[config.mk]
export PLATFORM = sky130hd
export DESIGN_NAME = muldiv_ctrl
export DESIGN_NICKNAME = d
export VERILOG_FILES = /design/src/rtl/muldiv_ctrl.sv
export SDC_FILE = /design/constraint.sdc
export NUM_CORES = 1
export LEC_CHECK = 0
export CORE_MARGIN = 10
export CORE_UTILIZATION = 30
export CTS_CLUSTER_DIAMETER = 30
export CTS_CLUSTER_SIZE = 30
export DETAILED_ROUTE_END_ITERATION = 10
export DONT_BUFFER_PORTS = 1
export GPL_TIMING_DRIVEN = 0
export PLACE_DENSITY = 0.44
export SLEW_MARGIN = 15
export SYNTH_ARGS = -nofsm -noshare
export SYNTH_HDL_FRONTEND = slang
export SYNTH_SLANG_ARGS = --single-unit
[constraint.sdc]
create_clock -name clk -period 3.61 [get_ports clk]
set_clock_uncertainty 0.2 [all_clocks]
set_input_delay 0.361 -clock clk [delete_from_list [all_inputs] [get_ports clk]]
set_output_delay 0.361 -clock clk [all_outputs]
set_load 0.02 [all_outputs]
[src/rtl/muldiv_ctrl.sv]
// RV32M EX-stage sequencer: holds operands on the external multiplier for its latency
// and runs div/divu/rem/remu on an internal radix-2 restoring divider.
module muldiv_ctrl #(
    parameter int MUL_LATENCY = 3,
    parameter int XLEN        = 32
) (
    input  logic            clk,
    input  logic            rst,
    input  logic            start,
    input  logic            flush,
    input  logic [2:0]      funct3,
    input  logic [XLEN-1:0] rs1_data,
    input  logic [XLEN-1:0] rs2_data,
    output logic [XLEN-1:0] mul_rs1,
    output logic [XLEN-1:0] mul_rs2,
    output logic [2:0]      mul_funct3,
    input  logic [XLEN-1:0] mul_out,
    output logic            busy,
    output logic            done,
    output logic [XLEN-1:0] result
);

    localparam int CNT_MAX = (MUL_LATENCY > XLEN) ? MUL_LATENCY : XLEN;
    localparam int CNT_W   = $clog2(CNT_MAX + 1);
    localparam logic [CNT_W-1:0] MUL_LAST = CNT_W'(MUL_LATENCY - 1);
    localparam logic [CNT_W-1:0] DIV_LAST = CNT_W'(XLEN - 1);
    localparam logic [XLEN-1:0]  INT_MIN  = {1'b1, {(XLEN-1){1'b0}}};

    typedef enum logic [2:0] {
        S_IDLE,
        S_MUL_WAIT,
        S_DIV_RUN,
        S_DIV_FIX,
        S_DONE
    } state_t;

    state_t r_state, w_next;

    logic [XLEN-1:0]  r_rs1, r_rs2, r_rem, r_quot, r_div, r_result;
    logic [2:0]       r_funct3;
    logic [CNT_W-1:0] r_cnt;
    logic             r_qneg, r_rneg;

    logic            w_accept, w_signed, w_rs1_neg, w_rs2_neg;
    logic            w_div_zero, w_overflow, w_special, w_ge;
    logic [XLEN-1:0] w_abs_rs1, w_abs_rs2, w_sub, w_fix_val;
    logic [XLEN:0]   w_shift;

    assign w_accept   = (r_state == S_IDLE) && start && !flush;
    assign w_signed   = !funct3[0];
    assign w_rs1_neg  = w_signed && rs1_data[XLEN-1];
    assign w_rs2_neg  = w_signed && rs2_data[XLEN-1];
    assign w_abs_rs1  = w_rs1_neg ? (~rs1_data + 1'b1) : rs1_data;
    assign w_abs_rs2  = w_rs2_neg ? (~rs2_data + 1'b1) : rs2_data;
    assign w_div_zero = (rs2_data == '0);
    assign w_overflow = w_signed && (rs1_data == INT_MIN) && (rs2_data == '1);
    assign w_special  = w_div_zero || w_overflow;

    // 33-bit compare lets divisors >= 2^31 work; when it succeeds the true
    // difference is below the divisor, so the low XLEN bits of the subtract are exact.
    assign w_shift = {r_rem, r_quot[XLEN-1]};
    assign w_ge    = (w_shift >= {1'b0, r_div});
    assign w_sub   = w_shift[XLEN-1:0] - r_div;

    assign w_fix_val = r_funct3[1] ? (r_rneg ? (~r_rem  + 1'b1) : r_rem)
                                   : (r_qneg ? (~r_quot + 1'b1) : r_quot);

    assign mul_rs1    = r_rs1;
    assign mul_rs2    = r_rs2;
    assign mul_funct3 = r_funct3;
    assign result     = r_result;

    always_ff @(posedge clk) begin
        if (rst) r_state <= S_IDLE;
        else     r_state <= w_next;
    end

    // NOTE: every output of this block gets a default first so no path leaves a latch.
    always_comb begin
        w_next = r_state;
        busy   = 1'b0;
        done   = 1'b0;
        case (r_state)
            S_IDLE: begin
                if (w_accept)
                    w_next = !funct3[2] ? S_MUL_WAIT : (w_special ? S_DIV_FIX : S_DIV_RUN);
            end
            S_MUL_WAIT: begin
                busy = 1'b1;
                if (r_cnt == MUL_LAST) w_next = S_DONE;
            end
            S_DIV_RUN: begin
                busy = 1'b1;
                if (r_cnt == DIV_LAST) w_next = S_DIV_FIX;
            end
            S_DIV_FIX: begin
                busy   = 1'b1;
                w_next = S_DONE;
            end
            S_DONE: begin
                done   = 1'b1;
                w_next = S_IDLE;
            end
            default: w_next = S_IDLE;
        endcase
        if (flush) w_next = S_IDLE;
    end

    // NOTE: sequential state uses non-blocking assignments so every register samples pre-edge values.
    always_ff @(posedge clk) begin
        if (rst) begin
            r_rs1    <= '0;
            r_rs2    <= '0;
            r_funct3 <= '0;
            r_rem    <= '0;
            r_quot   <= '0;
            r_div    <= '0;
            r_result <= '0;
            r_cnt    <= '0;
            r_qneg   <= 1'b0;
            r_rneg   <= 1'b0;
        end else begin
            case (r_state)
                S_IDLE: begin
                    if (w_accept) begin
                        r_rs1    <= rs1_data;
                        r_rs2    <= rs2_data;
                        r_funct3 <= funct3;
                        r_cnt    <= '0;
                        r_div    <= w_abs_rs2;
                        // Special cases preload the final values and pass through DIV_FIX unchanged.
                        if (w_div_zero) begin
                            r_quot <= '1;
                            r_rem  <= rs1_data;
                            r_qneg <= 1'b0;
                            r_rneg <= 1'b0;
                        end else if (w_overflow) begin
                            r_quot <= INT_MIN;
                            r_rem  <= '0;
                            r_qneg <= 1'b0;
                            r_rneg <= 1'b0;
                        end else begin
                            r_quot <= w_abs_rs1;
                            r_rem  <= '0;
                            r_qneg <= w_rs1_neg ^ w_rs2_neg;
                            r_rneg <= w_rs1_neg;
                        end
                    end
                end
                S_MUL_WAIT: begin
                    r_cnt <= r_cnt + 1'b1;
                    if (r_cnt == MUL_LAST && !flush) r_result <= mul_out;
                end
                S_DIV_RUN: begin
                    r_cnt  <= r_cnt + 1'b1;
                    r_rem  <= w_ge ? w_sub : w_shift[XLEN-1:0];
                    r_quot <= {r_quot[XLEN-2:0], w_ge};
                end
                S_DIV_FIX: begin
                    if (!flush) r_result <= w_fix_val;
                end
                default: ;
            endcase
        end
    end

endmodule

==> run metrics <==
Detailed Routing Iterations Pass 1=5; pin count of the biggest net entering global routing=17; status=finished clean; worst reg-to-reg setup slack=0.18 ns; Yosys warning total=0; Req. time, crit path=3.91 ns; Final Util=around two fifths; Slew HR=a little under a third; Worst path slowest cell=dfxtp_2; CTS tree=built; num rows=77; initial antenna violation count=2; nets@finish=2,108; Synth Register Bits=205; Synthesized Nets=1,946; Routed WL=around 64 mm; Async S/R FF share, synth=0%; core area=0.0441 sq mm; Layout Cells excl Fill=2,612; clk buf depth=3; routed len/inst=24.5 microns; Max VDD drop=between 0.3 and 0.4 mV; RD Place Congestion=0.931; vias per inst=5.59; Placed Instances=2,396; CTS buffer count=58; Max Cap Violations=0; post-synthesis sequential area ratio=30.8%; PD cells=~570 mW/mm^2; DR vias=14,600; Ports=204; Die W=231 microns; Synth-to-Final Area Change=30.7%; Setup Viol. Count Final=0; Final Max Slew Viols=0; vias in the first global route=14,500; first-pass GRT wire length=94.9 mm; later-pin clock latency in the skew report=0.61 ns; Worst Tran Pin Value=1.02 ns; critical path capture point type=flip-flop; htree depth=2; Root Driver=clkbuf_16; Post-Syn Area=between 0.01 and 0.015 sq mm; layout cell share with drive strength beyond 1=8.69%; grt total ovfl=0; clock sink count=205; Critical Path AT=3.73 ns; Antenna Nets Post-Route=0; Period minus WS final=3.43 ns; slowest cell delay on critical path=slightly below 0.5 ns; Initial Utilization=a little under a third; Hold Crit Class=in -> reg; gr usage total=23.3%; Cells after Synth=~1,800; Final HPWL DP=47.8 mm; Post-synth EDFFs=0; critical path launch point type=flip-flop; Synth Flop Type=dfxtp_1; DIE AREA=0.0533 sq mm; Pwr Total=9.91 mW; Crit Path Max Fanout=10; mean post-synth cell area=between 7 and 8 sq um; Worst Hold Margin=0.0235 ns; Highest Clock Rate=291 MHz; Reg clk slew, reported paths=0.05 ns; Period Utilization, post-route=between 90% and 100%; Leak Pwr=6.27 nW; port buffer count=0; crit path kind=reg -> reg; Cell variety after synth=72; DRC Markers=0; First DRT Iteration DRCs=1,227; CP Cell Sequence=ha_1 > a21o_1 > a31oi_1 > a211oi_2 > o21ai_1 > a31oi_2 > buf_4 > a21oi_4 > clkbuf_2 > a21oi_1 > a211oi_1; die height=231 microns; Final Hold Violating Endpoints=0
-- stage by stage --
step / setup TNS (ns) / setup WS, ns / area (sq um)
after floorplan: 0 / 0.577 / 13300
after global placement: -16.99 / -0.592 / 14100
after detailed placement: -9.01 / -0.558 / 14100
after CTS: 0 / 0.0103 / 17300
after global routing: -0.00351 / -0.00177 / 17400
final: 0 / 0.179 / 17400
-- cell type report --
| cell class | count | area (sq um) |
|---|---|---|
| Sequential cell | 205 | 4120 |
| Clock inverter | 28 | 465 |
| Multi-Input combinational cell | 1402 | 8610 |
| Tap cell | 592 | 741 |
| Antenna cell | 7 | 17.5 |
| Clock buffer | 80 | 1670 |
| Inverter | 61 | 229 |
| Fill cell | 4685 | 26700 |
| Buffer | 128 | 510 |
| Timing Repair Buffer | 109 | 1080 |
-- repair_timing --
item,4_1_cts,5_1_grt
setup endpoints to repair,25,43
pin swaps,0,5
setup buffers,0,4
endpoints found under the hold margin,181,0
cloned,0,0
hold buffers,104,0
resized for setup,17,27
-- logic make-up after synthesis --
| logic type | after synthesis | share of synthesized area (%) |
|---|---|---|
| AOI/OAI and AO/OA | 527 | 25.7 |
| adders and majority gates | 40 | 3.81 |
| xor gates and xnor gates | 138 | 9.06 |
| muxes | 20 | 1.54 |
| buffers and inverters | 196 | 5.65 |
| DFF | 205 | 30.8 |
| and+or+nand+nor | 677 | 23.5 |
-- worst max-delay path: cells and delay by family (launching register included) --
family | cells | cell delay, ns
AO/OA/AOI/OAI | 8 | 1.75
adder cells (fa/ha/maj) | 1 | 0.37
buffers and inverters | 2 | 0.50
flip-flops | 1 | 0.49
-- cells in the final DEF, fill, tap and decap left out, types with 10 or more instances in the layout --
master         count
a211oi_1          76
a21o_1            16
nand2_1          240
ha_1              33
o41ai_1           15
or4_1             17
xnor2_1           88
clkbuf_16         59
xor2_1            50
a31oi_1           18
mux2i_1           16
clkinv_2          11
nand2b_1          13
nand4_1           17
a21oi_1          196
bufinv_16         11
clkbuf_8          11
and3_1            23
clkbuf_1         122
dfxtp_2           14
or3_1             26
dlygate4sd3_1    104
dfxtp_1          191
nor4_1            17
a311oi_1          22
o21ai_0           52
nor3_1            49
o31ai_1           28
nor2_1           196
nand3_1           32
o21ai_1           10
o211ai_1          25
inv_1             61
-- synth_stat cells (9+ instances only) --
cell type | number | share of area, %
a2111oi_0 | 10 | 0.66
a211oi_1 | 77 | 4.3
a21o_1 | 16 | 0.90
a21oi_1 | 197 | 7.4
a311oi_1 | 23 | 1.5
a31oi_1 | 19 | 0.89
and3_1 | 23 | 1.1
clkbuf_1 | 122 | 3.4
dfxtp_1 | 205 | 31
ha_1 | 39 | 3.7
inv_1 | 61 | 1.7
mux2i_1 | 16 | 1.2
nand2_1 | 240 | 6.8
nand2b_1 | 13 | 0.61
nand3_1 | 32 | 1.2
nand4_1 | 17 | 0.80
nor2_1 | 196 | 5.5
nor2b_1 | 9 | 0.42
nor3_1 | 50 | 1.9
nor4_1 | 19 | 0.89
o211ai_1 | 25 | 1.4
o21ai_0 | 53 | 2.0
o21ai_1 | 9 | 0.34
o31ai_1 | 28 | 1.6
o41ai_1 | 16 | 1.1
or3_1 | 26 | 1.2
or4_1 | 17 | 0.96
xnor2_1 | 88 | 5.8
xor2_1 | 50 | 3.3
-- where the power goes --
part	switching, mW	internal [mW]
clock	1.59	3.97
sequential	0.211	2.39
combinational	1.08	0.672
-- metal layers --
layer,share of wire (%),GRT usage (%),up-vias
met3,9.1,6.17,98
met4,2.7,7.87,0
met2,43,35.0,645
met5,0,0,-
li1,-,-,6862
met1,45,31.5,7000
-- state kept, by name (all words and copies together) (netlist names) --
signal	flops
r_quot	32
r_qneg	1
r_state	3
result	32
r_rneg	1
r_cnt	6
mul_rs1	32
mul_funct3	3
mul_rs2	32
r_rem	32
r_div	31
-- worst paths after layout --
| check | startpoint | to | depth (start not counted) |
|---|---|---|---|
| setup / recovery | r_rem[3]$_SDFFE_PP0P_ | r_rem[26]$_SDFFE_PP0P_ | 11 |
| hold / removal | rs2_data[31] | r_div[5]$_SDFFE_PP0P_ | 5 |
| setup reg to reg | r_rem[3]$_SDFFE_PP0P_ | r_rem[26]$_SDFFE_PP0P_ | 11 |
| hold reg to reg | r_div[6]$_SDFFE_PP0P_ | r_div[6]$_SDFFE_PP0P_ | 2 |
Power figures use the tool's default switching activity.
